===== config.mk =====
export PLATFORM = sky130hd
export DESIGN_NAME = gcd_operand_sequencer
export DESIGN_NICKNAME = d
export VERILOG_FILES = /design/src/rtl/gcd_operand_sequencer.sv
export SDC_FILE = /design/constraint.sdc
export NUM_CORES = 1
export LEC_CHECK = 0
export BUFFER_PORTS_ARGS = -buffer_cell sky130_fd_sc_hd__buf_2
export CORE_MARGIN = 8
export CORE_UTILIZATION = 45
export DETAILED_ROUTE_END_ITERATION = 10
export PLACE_DENSITY = 0.77
export REMOVE_ABC_BUFFERS = 1
export SYNTH_ARGS = -nofsm -noshare
export SYNTH_HDL_FRONTEND = slang
export SYNTH_SLANG_ARGS = --single-unit

===== constraint.sdc =====
create_clock -name clk -period 2.32 [get_ports clk]
set_input_delay 0.58 -clock clk [delete_from_list [all_inputs] [get_ports clk]]
set_output_delay 0.58 -clock clk [all_outputs]
set_load 0.005 [all_outputs]

===== src/rtl/gcd_operand_sequencer.sv =====
// Feeds operand pairs from a small FIFO into the GCD datapath/controller pair
// and hands each result (or a timeout error) to a downstream consumer.
// Operands of zero bypass the core entirely; a hung core is aborted after
// TIMEOUT wait cycles.
module gcd_operand_sequencer #(
  parameter int WIDTH         = 16,
  parameter int DEPTH         = 2,
  parameter int LOAD_A_CYCLES = 2,
  parameter int TIMEOUT       = 1024
) (
  input  logic             clk,
  input  logic             rst,
  input  logic             in_valid,
  output logic             in_ready,
  input  logic [WIDTH-1:0] in_a,
  input  logic [WIDTH-1:0] in_b,
  output logic             core_start,
  output logic [WIDTH-1:0] core_data_in,
  input  logic             core_done,
  input  logic [WIDTH-1:0] core_aout,
  output logic             res_valid,
  input  logic             res_ready,
  output logic [WIDTH-1:0] res_data,
  output logic             res_err,
  output logic             busy
);

  localparam int PW = (DEPTH > 1) ? $clog2(DEPTH) : 1;
  localparam int CW = $clog2(DEPTH) + 1;
  localparam int LW = (LOAD_A_CYCLES > 1) ? $clog2(LOAD_A_CYCLES + 1) : 1;
  localparam int TW = $clog2(TIMEOUT + 1);

  typedef enum logic [1:0] {
    ST_IDLE   = 2'd0,
    ST_LOAD_A = 2'd1,
    ST_WAIT   = 2'd2,
    ST_RESP   = 2'd3
  } state_t;

  // FIFO storage and bookkeeping
  logic [2*WIDTH-1:0] mem_r [DEPTH];
  logic [PW-1:0]      wr_ptr_r;
  logic [PW-1:0]      rd_ptr_r;
  logic [CW-1:0]      count_r;
  logic               full_s;
  logic               empty_s;
  logic               push_s;
  logic               pop_s;
  logic [WIDTH-1:0]   head_a_s;
  logic [WIDTH-1:0]   head_b_s;

  // Sequencer state and next-state values
  state_t             state_r;
  state_t             state_nx_s;
  logic [LW-1:0]      load_cnt_r;
  logic [LW-1:0]      load_cnt_nx_s;
  logic [TW-1:0]      to_cnt_r;
  logic [TW-1:0]      to_cnt_nx_s;
  logic [WIDTH-1:0]   op_b_r;
  logic [WIDTH-1:0]   op_b_nx_s;
  logic               start_nx_s;
  logic [WIDTH-1:0]   data_nx_s;
  logic               valid_nx_s;
  logic [WIDTH-1:0]   rdata_nx_s;
  logic               rerr_nx_s;
  logic               zero_s;
  logic               load_last_s;
  logic               to_last_s;
  logic               hs_s;

  assign full_s      = (count_r == CW'(DEPTH));
  assign empty_s     = (count_r == CW'(0));
  assign in_ready    = !full_s;
  assign push_s      = in_valid && !full_s;
  assign pop_s       = (state_r == ST_IDLE) && !empty_s;
  assign head_a_s    = mem_r[rd_ptr_r][2*WIDTH-1:WIDTH];
  assign head_b_s    = mem_r[rd_ptr_r][WIDTH-1:0];
  assign zero_s      = (head_a_s == {WIDTH{1'b0}}) || (head_b_s == {WIDTH{1'b0}});
  assign load_last_s = (load_cnt_r == LW'(LOAD_A_CYCLES - 1));
  assign to_last_s   = (to_cnt_r == TW'(TIMEOUT - 1));
  assign hs_s        = res_valid && res_ready;
  assign busy        = (state_r != ST_IDLE) || !empty_s;

  // Operand pair storage; contents are don't-care until the pointers say otherwise
  always_ff @(posedge clk) begin
    if (push_s) begin
      mem_r[wr_ptr_r] <= {in_a, in_b};
    end
  end

  // FIFO pointers wrap naturally (power-of-two depth); count separates full from empty
  always_ff @(posedge clk) begin
    if (rst) begin
      wr_ptr_r <= PW'(0);
      rd_ptr_r <= PW'(0);
      count_r  <= CW'(0);
    end else begin
      if (push_s) wr_ptr_r <= wr_ptr_r + PW'(1);
      if (pop_s)  rd_ptr_r <= rd_ptr_r + PW'(1);
      case ({push_s, pop_s})
        2'b10:   count_r <= count_r + CW'(1);
        2'b01:   count_r <= count_r - CW'(1);
        default: count_r <= count_r;
      endcase
    end
  end

  // State register
  always_ff @(posedge clk) begin
    if (rst) state_r <= ST_IDLE;
    else     state_r <= state_nx_s;
  end

  // Next-state decode; done takes priority over the timeout in WAIT
  always_comb begin
    state_nx_s = state_r;
    case (state_r)
      ST_IDLE: begin
        if (!empty_s) state_nx_s = zero_s ? ST_RESP : ST_LOAD_A;
        else          state_nx_s = ST_IDLE;
      end
      ST_LOAD_A: begin
        if (load_last_s) state_nx_s = ST_WAIT;
        else             state_nx_s = ST_LOAD_A;
      end
      ST_WAIT: begin
        if (core_done || to_last_s) state_nx_s = ST_RESP;
        else                        state_nx_s = ST_WAIT;
      end
      ST_RESP: begin
        if (hs_s) state_nx_s = ST_IDLE;
        else      state_nx_s = ST_RESP;
      end
      default: state_nx_s = ST_IDLE;
    endcase
  end

  // Next values for the registered outputs and counters
  always_comb begin
    start_nx_s    = 1'b0;
    data_nx_s     = core_data_in;
    valid_nx_s    = 1'b0;
    rdata_nx_s    = res_data;
    rerr_nx_s     = res_err;
    load_cnt_nx_s = LW'(0);
    to_cnt_nx_s   = TW'(0);
    op_b_nx_s     = op_b_r;
    case (state_r)
      ST_IDLE: begin
        if (!empty_s) begin
          op_b_nx_s = head_b_s;
          if (zero_s) begin
            rdata_nx_s = head_a_s | head_b_s;
            rerr_nx_s  = 1'b0;
          end else begin
            start_nx_s = 1'b1;
            data_nx_s  = head_a_s;
          end
        end else begin
          op_b_nx_s = op_b_r;
        end
      end
      ST_LOAD_A: begin
        if (load_last_s) data_nx_s     = op_b_r;
        else             load_cnt_nx_s = load_cnt_r + LW'(1);
      end
      ST_WAIT: begin
        if (core_done) begin
          rdata_nx_s = core_aout;
          rerr_nx_s  = 1'b0;
        end else if (to_last_s) begin
          rdata_nx_s = {WIDTH{1'b0}};
          rerr_nx_s  = 1'b1;
        end else begin
          to_cnt_nx_s = to_cnt_r + TW'(1);
        end
      end
      ST_RESP: begin
        valid_nx_s = !hs_s;
      end
      default: begin
        valid_nx_s = 1'b0;
      end
    endcase
  end

  // Output and counter registers; res_valid rises the cycle after RESP is entered
  always_ff @(posedge clk) begin
    if (rst) begin
      core_start   <= 1'b0;
      core_data_in <= {WIDTH{1'b0}};
      res_valid    <= 1'b0;
      res_data     <= {WIDTH{1'b0}};
      res_err      <= 1'b0;
      load_cnt_r   <= LW'(0);
      to_cnt_r     <= TW'(0);
      op_b_r       <= {WIDTH{1'b0}};
    end else begin
      core_start   <= start_nx_s;
      core_data_in <= data_nx_s;
      res_valid    <= valid_nx_s;
      res_data     <= rdata_nx_s;
      res_err      <= rerr_nx_s;
      load_cnt_r   <= load_cnt_nx_s;
      to_cnt_r     <= to_cnt_nx_s;
      op_b_r       <= op_b_nx_s;
    end
  end

endmodule

Yosys cells after proc, flatten, opt, wreduce, memory -nomap -nowiden. Memories as Yosys holds them, arrays and structs flattened. A register that Yosys moved wholly into a read port is not among the register bits. Cells that the tools add are included. Widths: inputs -> output; s select.

Add/subtract/negate cells: 6. $mul: 0. Divide/modulo/power cells: 0. Magnitude comparators: 0. Eq/ne operators: 13. Shifts and indexed selects: 0. Multiplexer cells: 26. Bitwise operators: 6. Reduce and logical (&&, ||, !) cells: 24.

Operators by type and width (count): $mux 16 (7); $pmux 16 s2 (2); $logic_not 16->1 (2); $or 16x16->16 (1); $add 11x1->11 const B (1); $eq 11x10->1 const B (1); $mux 1 (10); $eq 2x2->1 const B (4); $mux 2 (4); $ne 2x2->1 const B (4); $pmux 2 s4 (1); $reduce_and 4->1 (2); $reduce_bool 2->1 (4); $eq 2x1->1 const B (3); $reduce_or 3->1 (2); $not 1->1 (5); $add 2x1->2 const B (2); $logic_not 2->1 (2); $pmux 2 s2 (1); $reduce_or 4->1 (1); $logic_and 1x1->1 (3); $logic_not 1->1 (3); $logic_or 1x1->1 (3); $ne 3x3->1 const B (1); 5 further kinds (6).

Register bits after elaboration: 70. Latch bits: 0. Bits in writable memories: 64. Memory bits (read-only): 0. Output and inout bits: 37. Memories: 1.

Memories: mem_r (depth 2, width 32, read ports 1, clocked after Yosys merged registers in 1, write ports 1, RTL line 41) `logic [2*WIDTH-1:0] mem_r [DEPTH];`.

Depth between registers and ports, before layout.
Depth in word-level cells: 5. Mapped depth: 9. Depth with buffers taken out: 7.

Worst setup path before layout. No wires, ideal clock.

Path type: register to register. From: reg count_r[0]. To: mem mem_r[0][0] in the netlist's numbering, enable pin. Setup time: 421 ps. Data arrival time: 2036 ps. Data required time: 1899 ps. Setup slack: -137 ps. Cell stages (with the launch flop): 4. Path buffers: 0. Period minus slack after synthesis: 2457 ps. Cell sequence: dfxtp_1 > nand2b_1 > nand2_1 > nor2_1.

Cells in the longest elaborated chain, start to end: 5.

Ends and longest elaborated chain: from (decl) (RTL line 44) `logic [CW-1:0] count_r;`; from (signal assigned) (RTL line 101) `2'b10: count_r <= count_r + CW'(1);`; from (signal assigned) (RTL line 102) `2'b01: count_r <= count_r - CW'(1);`; from (signal assigned) (RTL line 103) `default: count_r <= count_r;`; $eq 2x2->1 (RTL line 71) `assign full_s = (count_r == CW'(DEPTH));`; $logic_not 1->1; net in_ready (RTL line 14) `output logic in_ready,`; $logic_and 1x1->1 (RTL line 74) `assign push_s = in_valid && !full_s;`; $mux 1 (RTL line 86) `if (push_s) begin`; $mux 1 (implied by the code) (RTL line 87) `mem_r[wr_ptr_r] <= {in_a, in_b};`; to (decl) (RTL line 41).

The timed path passes the listed nets, and every way through them passes these cells.

==> metrics.cfg <==
[grt]
grt_pass1_vias=4837
grt_overflow_total=0
grt_start_max_net_pins=62
antenna_found_initial=0
track_usage_pct=18.40
grt_pass1_wl_um=25370

[routing]
ant_nets=0
drt-pass1-iter-count=5
drc=0
vias=4786
post_drt_wl_per_cell_um=19.63
routed_wl_um=15880
drtIter0Drc=493
vias_per_cell=5.916

[floorplanning]
die_w_um=131.4
start_util_pct=45.65
fp.dieArea_um2=17280
placementRows=42
fp.coreArea_um2=13140
die_h_um=131.4
num_io_pins=90

[placement]
dp_hpwl_um=11100
gp_congestion=0.8560
place_area_um2=6630
numPortBuffers=89

[power_and_ir_drop]
leakagePower_uw=0.002600
p_per_area_nw_per_um2=1158
p_total_uw=8382
peakVddDrop_v=0.0006324

[outcome]
status=finished, final reports clean

[clock_network]
cts_tree=yes
cts_buffers=17
hold_buffers=0
root_buffer=clkbuf_16
path_clk_slew_ps=60
htreeDepth=4
cts_num_sinks=135
clockBufferDepth=2
insertion_delay_ps=420

[final_layout]
nets=676
area_growth_pct=20.70
final_area_um2=7238
n_fill_cell=1101
drive_gt1_share_pct=26.22
n_antenna_cell=0

[synthesis]
syn_inst=538
synth_area_leaders=edfxtp_1 (32%), dfxtp_1 (24%), mux2i_1 (5.7%), nor2_1 (4.2%), a211oi_1 (4.0%)
synth_top_area_share_pct=32.05
synth_edf_count=64
avgSynthCellArea_um2=11.15
yosysSeqAreaShare_pct=55.75
synthTopCellsByCount=dfxtp_1 (71), nor2_1 (67), edfxtp_1 (64), mux2i_1 (34), a21oi_1 (33)
ys_types=48
yosys_warnings=0
ys_ff_latch=135
synth_ff_type=dfxtp_1
async_reset_ff_share_pct=0
synth_top_area_cell=edfxtp_1
netlist_area_um2=5997
yosysMostFrequentCell=dfxtp_1

[timing]
fin_crit_ps=2198
worstMarginPinSlew_ps=798.3
min_period_over_period_pct=94.73
fin_worst_skew_ps=6.993
max_freq_mhz=455.0
hold_viol=0
slew_headroom_pct=46.78
drv_slew=0
rsz0062_at_grt=no
setup-violations-final=0

[hold_path]
hold_depth=1
hp-class=input port to flop

[setup_path]
required_ps=2630
worstPathMaxFanout=16
worstPathArrival_ps=2510
worstSetupPathType=flop to flop
start_kind=flop
ff2ff_path_depth=7
cp-end-kind=flop

[flow_run]
drv_cap=0

[cells in the final DEF, fill, tap and decap left out, types with 14 or more instances in the layout]
cell type	instances
mux2i_1	34
clkbuf_16	17
a211oi_1	32
edfxtp_1	64
o31ai_1	15
nor2_1	66
or4_1	16
dfxtp_1	70
buf_2	89
nor4_1	14
inv_1	22
nor3_1	21
a21oi_1	33
[path summary, 6_finish.rpt]
kind              slack (ps)           from             to
setup reg to reg         120   mem_r[0][13]    res_data[2]
hold / removal           350        in_a[2]   mem_r[0][18]
hold reg to reg          430  load_cnt_r[0]  load_cnt_r[0]
setup / recovery         120   mem_r[0][13]    res_data[2]
[registers in the layout, indices dropped and copies added, names as in the netlist, named ones only]
register	count
core_data_in	16
core_start	1
count_r	2
load_cnt_r	2
mem_r	64
op_b_r	16
rd_ptr_r	1
res_data	16
res_err	1
res_valid	1
state_r	2
to_cnt_r	11
wr_ptr_r	1
[cell families after synthesis]
kind of cell / share of synthesized area, %
AND/OR/NAND/NOR: 13.31
flip-flops: 55.75
AO/OA/AOI/OAI: 17.92
buffers and inverters: 5.112
multiplexers: 5.675
XOR/XNOR: 1.606
adder cells (fa/ha/maj): 0.6260
[stage by stage]
step	instances	worst slack [ps]	hold WS [ps]	setup TNS (ps)	util (%)
after detailed placement	777	54.50	424.9	0	50.47
final	809	122.2	348.3	0	55.10
after global routing	809	0.1652	331.3	0	55.10
after global placement	777	183.3	416.9	0	50.47
after CTS	809	38.38	339.5	0	55.05
after floorplan	495	-1432	403.7	-46880	-
[worst max-delay path, cell delays in order (launching register included)]
cell      delay [ps]
edfxtp_1         410
nor4_1           440
nand4_1          240
mux2i_1          230
buf_4            160
o31ai_2           50
buf_4            220
a221oi_1         330
[repair_timing]
| action | in CTS | in global routing |
|---|---|---|
| setup buffers | 0 | 0 |
| endpoints found under the setup margin | 0 | 5 |
| endpoints found under the hold margin | 0 | 0 |
| gates resized for setup | 0 | 1 |
[layer usage]
metal  share of wire (%)  wire length, um  track usage, %  vias up
li1                    -                -               -     2224
met1                  41             6444           20.88     2322
met2                  49             7833           31.09      194
met3                 5.8              920           4.954       46
met4                 4.3              685           9.828        0
met5                   0                0               0        -
[layout make-up]
cell class	count	area [um^2]	share of cell area, %
flip-flops and latches	135	3344	46.21
clock buffers	17	425.4	5.877
clock inverters	15	176.4	2.437
inverters	24	90.09	1.245
repair buffers	106	623.1	8.608
multi-input cells	336	2359	32.58
well taps	176	220.2	3.042
[report_power, final]
group | total (uW) | internal [uW] | leakage (uW) | switching [uW]
Clock | 2710 | 1690 | 0.000287 | 1020
Sequential | 3350 | 3000 | 0.00118 | 346
Combinational | 2330 | 908 | 0.00113 | 1420
(Power assumes the default switching activity.)
